==> src/rtl/bcd_digit_sequencer.sv <==
// -----------------------------------------------------------------------------
// bcd_digit_sequencer
//   Converts a binary value into per-digit BCD codes for a row of digit
//   displays using sequential shift-add-3 (double dabble), one bit per clock.
//   The visible digits/blank/ovf registers change only at the commit edge, so
//   a video frame never shows a half-converted value.
//
// Parameters
//   WIDTH    bit width of the binary input value
//   DIGITS   number of BCD digits produced (digit 0 = least significant)
//   BLANK_LZ 1: flag leading zeros as blank; 0: blank is always all-zero
//
// Ports
//   clk         system clock, rising edge
//   rst         synchronous active-high reset
//   value_in    binary value, sampled on the accept edge
//   load_valid  request to convert value_in
//   load_ready  high in IDLE; accept = load_valid & load_ready
//   digits      committed BCD, [4i+3:4i] = digit i (all 4'hF on overflow)
//   blank       1 = digit i is a leading zero
//   busy        high while a conversion is in flight
//   done        one-cycle pulse after digits/blank/ovf update
//   ovf         last committed value did not fit in DIGITS
// -----------------------------------------------------------------------------
module bcd_digit_sequencer #(
   parameter int WIDTH    = 16,
   parameter int DIGITS   = 5,
   parameter int BLANK_LZ = 1
) (
   input  logic                  clk,
   input  logic                  rst,
   input  logic [WIDTH-1:0]      value_in,
   input  logic                  load_valid,
   output logic                  load_ready,
   output logic [4*DIGITS-1:0]   digits,
   output logic [DIGITS-1:0]     blank,
   output logic                  busy,
   output logic                  done,
   output logic                  ovf
);

   localparam int BW = 4 * DIGITS;
   localparam int CW = $clog2(WIDTH + 1);

   // Reset pattern: every digit but the least significant shows as blank.
   localparam logic [DIGITS-1:0] BLANK_RST = (BLANK_LZ != 0) ? ~DIGITS'(1) : '0;

   typedef enum logic [1:0] {
      S_IDLE   = 2'd0,
      S_CONV   = 2'd1,
      S_COMMIT = 2'd2
   } state_t;

   state_t                state_q;
   logic [CW-1:0]         cnt_q;
   logic [WIDTH-1:0]      bin_q,  bin_d;
   logic [BW-1:0]         bcd_q,  bcd_d;
   logic                  sticky_q, sticky_d;
   logic [BW-1:0]         bcd_add;
   logic [BW-1:0]         digits_q;
   logic [DIGITS-1:0]     blank_q;
   logic                  ovf_q;
   logic                  done_q;

   // Add 3 to every nibble that is 5 or more, so the following shift carries
   // correctly into the next decimal digit.
   function automatic logic [BW-1:0] add3(input logic [BW-1:0] b);
      logic [BW-1:0] r;
      r = '0;
      for (int i = 0; i < DIGITS; i++) begin
         r[4*i +: 4] = (b[4*i +: 4] >= 4'd5) ? b[4*i +: 4] + 4'd3 : b[4*i +: 4];
      end
      return r;
   endfunction

   // Leading-zero flags: digit i (i >= 1) is blank when it and every higher
   // digit are zero. Digit 0 always shows. No blanking on overflow.
   function automatic logic [DIGITS-1:0] blank_of(input logic [BW-1:0] b,
                                                  input logic          o);
      logic [DIGITS-1:0] r;
      logic              hi_zero;
      r       = '0;
      hi_zero = 1'b1;
      if (BLANK_LZ != 0 && !o) begin
         for (int i = DIGITS - 1; i >= 1; i--) begin
            hi_zero = hi_zero & (b[4*i +: 4] == 4'd0);
            r[i]    = hi_zero;
         end
      end
      return r;
   endfunction

   // Overflowed values render as all-segments-on ("8") in every position.
   function automatic logic [BW-1:0] saturate(input logic [BW-1:0] b,
                                              input logic          o);
      return o ? '1 : b;
   endfunction

   // One double-dabble step: add-3 correction, then shift {sticky,bcd,bin}
   // left. Whatever leaves the top nibble is remembered in the sticky bit.
   always_comb begin
      bcd_add  = add3(bcd_q);
      sticky_d = sticky_q | bcd_add[BW-1];
      bcd_d    = {bcd_add[BW-2:0], bin_q[WIDTH-1]};
      bin_d    = {bin_q[WIDTH-2:0], 1'b0};
   end

   assign load_ready = (state_q == S_IDLE);
   assign busy       = (state_q != S_IDLE);
   assign digits     = digits_q;
   assign blank      = blank_q;
   assign ovf        = ovf_q;
   assign done       = done_q;

   // Shift registers: loaded on accept, stepped while converting.
   always_ff @(posedge clk) begin
      if (state_q == S_IDLE) begin
         if (load_valid) begin
            bin_q    <= value_in;
            bcd_q    <= '0;
            sticky_q <= 1'b0;
         end
      end else if (state_q == S_CONV) begin
         bin_q    <= bin_d;
         bcd_q    <= bcd_d;
         sticky_q <= sticky_d;
      end
   end

   // Sequencer and committed outputs.
   always_ff @(posedge clk) begin
      if (rst) begin
         state_q  <= S_IDLE;
         cnt_q    <= '0;
         digits_q <= '0;
         blank_q  <= BLANK_RST;
         ovf_q    <= 1'b0;
         done_q   <= 1'b0;
      end else begin
         done_q <= 1'b0;
         case (state_q)
            S_IDLE: begin
               if (load_valid) begin
                  cnt_q   <= CW'(WIDTH);
                  state_q <= S_CONV;
               end
            end
            S_CONV: begin
               cnt_q <= cnt_q - CW'(1);
               if (cnt_q == CW'(1)) state_q <= S_COMMIT;
            end
            S_COMMIT: begin
               digits_q <= saturate(bcd_q, sticky_q);
               blank_q  <= blank_of(bcd_q, sticky_q);
               ovf_q    <= sticky_q;
               done_q   <= 1'b1;
               state_q  <= S_IDLE;
            end
            default: state_q <= S_IDLE;
         endcase
      end
   end

endmodule

==> config.mk <==
export PLATFORM = sky130hd
export DESIGN_NAME = bcd_digit_sequencer
export DESIGN_NICKNAME = d
export VERILOG_FILES = /design/src/rtl/bcd_digit_sequencer.sv
export SDC_FILE = /design/constraint.sdc
export NUM_CORES = 1
export LEC_CHECK = 0
export CAP_MARGIN = 10
export CORE_MARGIN = 3
export CORE_UTILIZATION = 58
export CTS_CLUSTER_SIZE = 40
export DETAILED_ROUTE_END_ITERATION = 10
export PLACE_DENSITY = 0.85
export SLEW_MARGIN = 25
export SYNTH_ARGS = -nofsm -noshare
export SYNTH_HDL_FRONTEND = slang
export SYNTH_SLANG_ARGS = --single-unit
==> constraint.sdc <==
create_clock -name clk -period 2.8 [get_ports clk]
set_clock_uncertainty 0.2 [all_clocks]
set_input_delay 0.28 -clock clk [delete_from_list [all_inputs] [get_ports clk]]
set_output_delay 0.28 -clock clk [all_outputs]
set_load 0.005 [all_outputs]
### Yosys cells after proc, flatten, opt, wreduce, memory -nomap -nowiden

Cells that the tools add are included.

| storage, ports and cells | value |
|---|---|
| output and inout port bits | 29 |
| input port bits | 19 |
| bits in registers | 70 |
| RAM bits | 0 |
| bits in read-only memories | 0 |
| bits in latches | 0 |
| memories kept | 0 |
| word-level logic and storage cells | 60 |

| cells by class | value |
|---|---|
| bitwise gates (word level) | 4 |
| multipliers | 0 |
| shift operators | 0 |
| reduce and logical (&&, ||, !) cells | 9 |
| add/subtract/negate cells | 6 |
| $lt $le $gt $ge | 5 |
| eq/ne operators | 5 |
| divide/modulo/power cells | 0 |
| muxes and demuxes | 22 |

Operators by type and width:

| kind | count |
|---|---|
| 2-to-1 mux 20 bit | 4 |
| 2-to-1 mux 16 bit | 3 |
| 2-to-1 mux 4 bit | 6 |
| adder 4 x 2 -> 4 bit, second input constant | 5 |
| >= comparator 4 x 3 -> 1 bit, second input constant | 5 |
| logical NOT 4 bit | 4 |
| case mux 5 bit (2 select lines) | 1 |
| == test 5 x 1 -> 1 bit, second input constant | 1 |
| 2-to-1 mux 5 bit | 1 |
| subtractor 5 x 1 -> 5 bit, second input constant | 1 |
| 2-to-1 mux 1 bit | 4 |
| 2-to-1 mux 2 bit | 2 |
| case mux 2 bit (2 select lines) | 1 |
| AND reduction 2 bit | 2 |
| nonzero test 2 bit | 2 |
| AND 1 bit | 3 |
| == test 2 x 1 -> 1 bit, second input constant | 1 |
| == test 2 bit, second input constant | 1 |
| logical NOT 2 bit | 1 |
| inequality test 2 x 1 -> 1 bit, second input constant | 1 |
| inequality test 2 bit, second input constant | 1 |
| OR 1 bit | 1 |

### Logic depth before layout (Yosys ltp)

Gate-level depths: netlist (run 1).

| depth | value |
|---|---|
| depth in word-level cells | 5 |
| mapped depth | 6 |
| gate-level depth less buffers | 6 |

### Worst setup path after synthesis (run 1)

No wires, ideal clock.

| timing path | value |
|---|---|
| kind | register to register |
| start point | register state_q[1] |
| end point | register bcd_q[0] (enable) |
| data required time | 2.209 ns |
| buffers on the path | 0 |
| period minus slack after synthesis | 1.942 ns |
| cell stages (with the launch flop) | 3 |
| setup time | 0.391 ns |
| arrival | 1.351 ns |
| path slack | 0.858 ns |
| cell sequence | dfxtp_1 o21bai_1 inv_1 |

| between the ends | value |
|---|---|
| cells in the longest elaborated chain, start to end | 3 |
| elaborated cells on any way between the ends | 5 |
| those cells by class | eq/ne: 2; reduce/logical: 3 |

Ends and longest elaborated chain:

| what | RTL line | source |
|---|---|---|
| from (decl) | 54 | `state_t state_q;` |
| from (signal assigned) | 133 | `state_q <= S_IDLE;` |
| from (signal assigned) | 145 | `state_q <= S_CONV;` |
| from (signal assigned) | 150 | `if (cnt_q == CW'(1)) state_q <= S_COMMIT;` |
| == test 2 x 1 -> 1 bit / logical NOT 2 bit (equally long branches) | 123, 117 |  |
| nonzero test 2 bit (no line) / inequality test 2 bit (equally long branches) | -- |  |
| AND reduction 2 bit (no line) * | -- |  |
| to (signal assigned) | 120 | `bcd_q <= '0;` |
| to (signal assigned) | 125 | `bcd_q <= bcd_d;` |
| to (decl) | 57 | `logic [BW-1:0] bcd_q, bcd_d;` |

Mark *: on every way between the ends. The rest lies on a longest branch, timed or not.
A chain may end at the register's enable or synchronous reset.

### Worst setup path in the final report (run 1)

| timing path | value |
|---|---|
| start point | register state_q[0] |
| end point | output load_ready |

| between the ends | value |
|---|---|
| cells in the longest elaborated chain, start to end | 1 |

Ends and longest elaborated chain:

| what | RTL line | source |
|---|---|---|
| logical NOT 2 bit | 108 | `assign load_ready = (state_q == S_IDLE);` |
| to (decl) | 34 | `output logic load_ready,` |

Every way passes these cells.

==> results of run 1 <==
-- worst reg2reg max path, delay by kind of cell, from the launching register on --
| family | cells | cell delay (ps) |
|---|---|---|
| buf+inv | 1 | 160 |
| compound gates | 1 | 320 |
| xor+xnor | 1 | 170 |
| simple gates | 2 | 120 |
| fa+ha+maj | 1 | 230 |
| flops | 1 | 450 |
-- routing by layer --
layer | part of all wire (%) | GRT usage, % | vias up | routed length [um]
li1 | - | - | 1155 | -
met1 | 47 | 25.9 | 1066 | 2680
met2 | 45 | 29.6 | 59 | 2530
met3 | 5.6 | 4.60 | 13 | 318
met4 | 2.6 | 12.2 | 0 | 149
met5 | 0 | 0 | - | 0
-- Yosys cell counts (all sizes together) (2+ instances only) --
cell type and instances:
a211oi 6, a21oi 15, and2 2, buf 10, clkbuf 7, dfxtp 33, edfxtp 37, ha 16
inv 16, mux2 15, nand2 14, nand2b 11, nor2 43, nor2b 7, nor3 47, nor3b 2
o21ai 7, xnor2 5, xor2 4
-- cells by family (layout without fill, tap and decap cells) --
kind of cell	after synthesis	after routing	share of synthesized area [%]
and+or+nand+nor	130	130	19.8
DFF	70	70	54.8
AOI/OAI and AO/OA	34	34	6.39
buffers and inverters	33	83	4.68
adders and majority gates	16	16	6.19
muxes	16	16	5.54
xor gates and xnor gates	9	9	2.44
other	1	1	0.116
-- registers in the layout, summed over array words and instances (netlist names) --
register,cells
bcd_q,20
bin_q,16
blank,4
cnt_q,5
digits,20
done,1
ovf,1
state_q,2
sticky_q,1
-- area by class of cell --
class	count	area share, %
tap	70	2.26
inverter	16	1.55
sequential	70	45.7
multi-input combinational	206	33.8
clock inverter	3	0.290
timing repair buffer	51	12.8
clock buffer	13	3.58
-- power breakdown --
part           internal, uW  switching, uW  leakage (uW)
sequential             1190           83.1      0.000653
clock                   314            342     0.0000741
combinational           170            181      0.000690
total                  1670            607       0.00142
-- how the worst max path moves through the flow --
stage,end,slack (ps),cells after the start
2_1_floorplan,bcd_q[0],860,2
3_3_place_gp,bin_q[12],830,4
3_5_place_dp,bin_q[12],820,4
4_1_cts,load_ready,550,3
5_1_grt,load_ready,470,3
6_report,load_ready,570,3
-- cells in the final DEF, fill, tap and decap left out, types with 2 or more instances in the layout --
master	synthesis	final
sky130_fd_sc_hd__xnor2_1	5	5
sky130_fd_sc_hd__inv_1	16	16
sky130_fd_sc_hd__a211oi_1	6	6
sky130_fd_sc_hd__clkbuf_1	7	4
sky130_fd_sc_hd__nor2_1	43	42
sky130_fd_sc_hd__nand2b_1	10	10
sky130_fd_sc_hd__nand2_1	14	14
sky130_fd_sc_hd__nor3_1	47	47
sky130_fd_sc_hd__nor3b_1	2	2
sky130_fd_sc_hd__a21oi_1	15	15
sky130_fd_sc_hd__ha_1	16	16
sky130_fd_sc_hd__nor2b_1	7	7
sky130_fd_sc_hd__clkinv_1	0	3
sky130_fd_sc_hd__o21ai_0	6	6
sky130_fd_sc_hd__and2_1	2	2
sky130_fd_sc_hd__edfxtp_1	37	37
sky130_fd_sc_hd__mux2_2	15	15
sky130_fd_sc_hd__xor2_1	4	4
sky130_fd_sc_hd__dfxtp_1	33	33
sky130_fd_sc_hd__clkbuf_8	0	9
sky130_fd_sc_hd__buf_4	1	5
sky130_fd_sc_hd__clkdlybuf4s50_1	0	46
-- through the flow --
step	power [uW]	worst slack [ps]	hold WS (ps)
CTS	2300	549	260
finish	2280	569	257
detailed placement	1640	821	251
global route	2400	467	285
floorplan	1530	858	253
global placement	1620	829	248
==> metrics list, run 1 <==
- The analysis attributes to cell leakage a power of 0.00142 uW.
- Clock Pin Slew Worst Setup and Hold Paths: 70 ps
* Cell count of the worst reg-to-reg path: 6
- Number of buffers on the longest clock path: 2
- Number of antenna violations at the first check in global routing: 0
* Worst path required time: around 2300 ps
- Total standard cell area after synthesis: 0.00323 mm2
* Insertion delay to the later sink of the worst-skew pair: 340 ps
- CP top delay family: buffers and inverters
- In this run, CTS created clock tree buffers numbering 9.
- The critical path in this run is classified as flop to output port.
* IO buf count: 46
- For this run, design rule violations remaining after detail routing come to 0.
* Final cell count without fillers: 429
- STA classifies the critical path startpoint as a flop.
* First element of the critical path: state_q[0]
* Vias after detailed routing: 2293
* Maximum number of pins on one net before global-route repair: 38
* Hold buffer count at CTS: 0
- TritonCTS built the clock tree.
- In the synthesized netlist the async set-or-reset flop fraction comes to 0%.
- Tightest Hold Check Type: flop to flop
- Measured on the finished design, the core utilization comes to 74.1%.
* Unrepaired setup endpoints after global routing: no
- The detailed router finished its first iteration with 114 violations.
- After layout, the worst path uses between 70% and 80% of the clock period.
* Transition time of the tightest slew-check pin: 785 ps
- Max-cap violations in this run came to 0.
- Hold worst-path end: ovf
- First-pass GRT wire length: 9750 um
- The worst-case IR drop observed on VDD is 0.000342 V.
- The final layout contains 389 nets.
* Number of standard cells after synthesis: between 300 and 400
- Number of hold violations in the final report: 0
- Core area: 0.00524 mm2
- Final TNS setup: 0 ps
- The synthesized design contains 37 enable-type register cells.
* Root buffer cell: sky130_fd_sc_hd__clkbuf_8
- Number of filler cells placed in the layout: 400
- In this run the critical register-to-register path is launched from bcd_q[12].
- Chain of cells forming the critical path: nor2_2, buf_4, clkdlybuf4s50_1
- In the final layout, the share of cells above drive strength 1 is a little under a tenth.
- Count of different cell masters after synthesis: 35
- I/O pin total: 48
- Once the floorplan was initialized, standard cells occupied 61.7% of the core.
- Total count of max-transition violations in the final report: 0
* Half-perimeter wire length of the detailed placement result: 3900 um
* CTS H-tree lvls: 3
* Library cell contributing the largest single delay on the critical path: sky130_fd_sc_hd__clkdlybuf4s50_1
- Yosys printed 0 warnings.
- Synthesis inferred 70 register bits.
- RD Place Congestion: 0.800
* Multi-input combinational cell area: 0.00131 mm2
* Sequential share of the synthesized area: between 50% and 60%
- Row generation in the floorplan step produced 26 rows.
- 1st-pass router iterations: 4
- Fraction of post-synthesis cell area in the top cell type by area: around a third
- Area taken by flip-flops and latches: 0.00177 mm2
- The number of nets handed over by synthesis was around 340.
* Synthesized area per cell: 10.5 um2
- In this run the critical register-to-register path is captured at bcd_q[13].
- Cell types occupying the most area after synthesis: sky130_fd_sc_hd__edfxtp_1, sky130_fd_sc_hd__dfxtp_1, sky130_fd_sc_hd__nor3_1
* Post-cts resize count: 0
- Summed over all layers, the routed wires come to 5680 um.
- After routing the design area is 0.00388 mm2.
* Max-Slew Margin vs Limit: 47.7%
- The number of placed instances, taps included, is 413.
- Dividing the detail-routed wire length by the instance count gives 13.2 um.
* Tmin final: between 2000 and 2500 ps
- Critical path peak fanout: 27
- Run status: completed
* Antenna Diode Count: 0
- CP max stage delay: 570 ps
- In this run the power density over the cells is 587 mW/mm2.
* Global routing usage summed across all routing layers: 19.8%
* Arrival time of data at the critical path endpoint: 1750 ps
- In the routed layout, each cell is associated on average with a via count of 5.34.
- Count of endpoints failing setup in the final report: 0
* Area added between synthesis and finish: 20.0%
- Hold path depth: 2
* Sinks on Clock Net: 70
- The detail route stage leaves a number of antenna-violating nets equal to 0.
- Cell Area, Placed: 0.00373 mm2
* Die outline area: 0.00650 mm2
- Derived from the worst setup path, the maximum achievable clock frequency is 0.448 GHz.
- Counting both buffers and inverters, the worst setup path holds a total of 2.
- Cell taking the most area after synthesis: sky130_fd_sc_hd__edfxtp_1
* Total setup buffers inserted after CTS: 0
- Kind of end point of the critical path: output port
- Overflow left after global routing: 0
- Width of the die: ~80 um
- The startpoint identified for the worst hold timing path is ovf.
- Predominant post-synthesis flop cell: sky130_fd_sc_hd__edfxtp_1
* Flop-to-flop setup slack: 900 ps
* Number of global-route vias before repair: 2180
- Die boundary height: between 80 and 90 um
Power figures use the tool's default switching activity.
==> run 2, diff against run 1 <==
Settings changed: CORE_UTILIZATION 58 to 54, PLACE_DENSITY 0.85 to 0.8.
Clock period 2.8 ns to 2.33 ns, I/O delays scaled along.
==> run 2 against run 1 <==
  * Clock power up 52%
  * Design area up 2.3%
  * Flip-flop and latch count unchanged
  * Setup slack worse by 390 ps
  * Cell count up 0.70%
  * Global-route usage down 1.4 points
  * Non-clock buffer count up 1
  * Total power up 30%
  * Critical path depth up 1
==> metrics list, run 2 (synthesized netlist as in run 1, its figures left out) <==
- The number of placed I/O pins was 48 (unchanged).
- The total power density per cell area was 748 mW/mm2 (was 587 mW/mm2).
* Classification of the worst setup path: flop to output port (unchanged)
* Number of nets with antenna violations after detailed routing: 0 (unchanged)
- The area growth from synthesis to final layout came to 22.8% (was 20.0%).
* Critical path startpoint category: flop (unchanged)
- Tightest Hold Check Type: flop to flop (unchanged)
- The number of input and output port buffers inserted was 46 (unchanged).
- The clock-pin slew on the worst setup and hold paths came to 70 ps (about the same).
- The clock tree from TritonCTS is done (unchanged).
- Maximum number of pins on one net before global-route repair: 40 (was 38)
* Hold buffer count at CTS: 0 (unchanged)
- Most used cells in the layout excluding fill and tap cells: sky130_fd_sc_hd__nor3_1, sky130_fd_sc_hd__clkdlybuf4s50_1, sky130_fd_sc_hd__nor2_1, sky130_fd_sc_hd__edfxtp_1, sky130_fd_sc_hd__dfxtp_1 (unchanged)
- Global routing usage summed across all routing layers: 18.5% (was 19.8%)
- For the finished layout, the period the worst path requires is 2150 ps.
- The root buffer cell is sky130_fd_sc_hd__clkbuf_8 (unchanged).
- Transition time of the tightest slew-check pin: 722 ps (was 785 ps)
- Share of final-layout standard cells stronger than drive strength 1: 11.1% (was 9.19%)
- Via-per-instance ratio: 5.34 (about the same)
- Max IR drop VDD: 0.000510 V (was 0.000342 V)
- Count of endpoints failing setup in the final report: 0 (unchanged)
* Insertion delay to the later sink of the worst-skew pair: 340 ps (about the same)
- The number of pins exceeding their max-slew limit in the final report came to 0 (unchanged).
- Max-cap check violation count: 0 (unchanged)
- Number of buffers on the longest clock path: 2 (unchanged)
- Switch Pwr: 760 uW (was 607 uW)
- Half-perimeter wire length of the detailed placement result: 4120 um (was 3900 um)
- The number of hold-slack violations in the final timing report came to 0 (unchanged).
- Unrepaired setup endpoints after global routing: no (unchanged)
* First-pass GRT wire length: 10400 um (was 9750 um)
* Total setup buffers inserted after CTS: 0 (unchanged)
- The worst relative slew slack is 51.7% (was 47.7%).
* Share of power burned in registers: 51.2% (was 55.8%)
* Logic pwr share: 15.0% (was 15.4%)
- Library cell contributing the largest single delay on the critical path: sky130_fd_sc_hd__dfxtp_1 (was sky130_fd_sc_hd__clkdlybuf4s50_1)
- Pint: 2210 uW (was 1670 uW)
- Switching part of the total power: 25.6% (was 26.6%)
- The count of nets after finishing was 390 (was 389).
- Die boundary height: 83.4 um (was 80.6 um)
- The DRC violations left was 0 (unchanged).
- The final weighted congestion in routability-driven placement was 0.780 (was 0.800).
- The level count of the clock H-tree came to 3 (unchanged).
- Antenna Diode Count: 0 (unchanged)
* Chain of cells forming the critical path: nor2_2, buf_12, inv_1, clkdlybuf4s50_1 (was nor2_2, buf_4, clkdlybuf4s50_1)
- The leading cell type in the layout, fill and taps excluded was sky130_fd_sc_hd__nor3_1 (unchanged).
* Area taken by flip-flops and latches: 0.00177 mm2 (unchanged)
- The total via count after detailed routing came to 2306 (was 2293).
- Overflow left after global routing: 0 (unchanged)
- Worst path required time: 1900 ps (was 2320 ps)
- The clock sink count is 70 (unchanged).
- Number of antenna violations at the first check in global routing: 0 (unchanged)
- The floorplan core area came to 0.00564 mm2 (was 0.00524 mm2).
- Timing would allow up to 0.465 GHz.
* Lkg Pwr: 0.00147 uW (was 0.00142 uW)
- Number of filler cells placed in the layout: 434 (was 400)
* Run status: completed (unchanged)
* Die outline area: 0.00695 mm2 (was 0.00650 mm2)
- The count of standard-cell rows was 27 (was 26).
- Effective utilization at floorplan: 57.3% (was 61.7%)
* Multi-input combinational cell area: 0.00131 mm2 (unchanged)
- The number of global-route vias before repair is 2238 (was 2180).
- Post-cts resize count: 0 (unchanged)
- The DRC marker count from the first detailed-route iteration is 112 (was 114).
- Kind of end point of the critical path: output port (unchanged)
* Clk network pwr share: 33.8% (was 28.8%)
- Total wire length: 6040 um (was 5680 um)
* Arrival time of data at the critical path endpoint: 1720 ps (was 1750 ps)
- Share of the clock period used by the worst path: 92.3%
- The routed wirelength normalized by instance count is 14.0 um (was 13.2 um).
* Post-layout power: 2970 uW (was 2280 uW)
- Critical path peak fanout: 39 (was 27)
- The number of iterations in the first detailed-routing pass was 4 (unchanged).
- The worst reg-to-reg setup slack was 420 ps (was 900 ps).
- The setup total negative slack was 0 ps (unchanged).
* Clock buffer count from CTS: 9 (unchanged)
- The width of the chip is 83.4 um (was 80.6 um).
* CP max stage delay: 510 ps (was 570 ps)
==> run 2: cell count changes in the layout (fill, tap and decap cells not counted), moves of 2 or more <==
cell	before	now
sky130_fd_sc_hd__clkinv_1	3	0
sky130_fd_sc_hd__buf_12	0	2
sky130_fd_sc_hd__clkbuf_1	4	1
sky130_fd_sc_hd__clkbuf_8	9	11
==> run 2: layout make-up <==
class,count,share of cell area [%]
clock inverters,3,1.04
clock buffers,13,4.10
inverters,16,1.51
well taps,72,2.27
flip-flops and latches,70,44.7
repair buffers,52,13.4
multi-input cells,206,33.0
==> run 2: worst max-delay path, delay by kind of cell (launching register included) <==
kind	cells	cell delay, ps
flops	1	510
simple gates	1	100
buf+inv	3	740
==> run 2: power by group through the flow <==
stage | clock network, uW | registers (uW) | logic (uW)
2_1_floorplan | 0 | 1510 | 328
3_3_place_gp | 0 | 1540 | 426
3_5_place_dp | 0 | 1540 | 446
4_1_cts | 1030 | 1520 | 450
5_1_grt | 1060 | 1540 | 506
6_report | 1000 | 1520 | 446
==> run 2: metal layers <==
layer  global-route usage (%)  share of wire, %
met5                        0                 0
met4                     6.69               1.6
met3                     5.85               5.8
met2                     28.7                45
met1                     24.2                48
==> run 2: path summary, 6_finish.rpt <==
check	startpoint	endpoint	cells past startpoint
worst min register to register	ovf	ovf	2
worst max-delay path	state_q[0]	busy	4
worst max register to register	bcd_q[0]	bcd_q[2]	6
worst min-delay path	ovf	ovf	2
==> run 2: through the flow <==
| stage | worst slack [ps] | instance area, um2 | hold WS [ps] | util, % | std cells |
|---|---|---|---|---|---|
| 4_1_cts | 168 | 3970 | 262 | 70.3 | 432 |
| 3_5_place_dp | 444 | 3760 | 253 | 66.7 | 416 |
| 5_1_grt | 77.8 | 3970 | 277 | 70.3 | 432 |
| 3_3_place_gp | 487 | 3760 | 246 | 66.7 | 416 |
| 2_1_floorplan | 388 | 3230 | 231 | - | 309 |
| 6_report | 179 | 3970 | 262 | 70.3 | 432 |
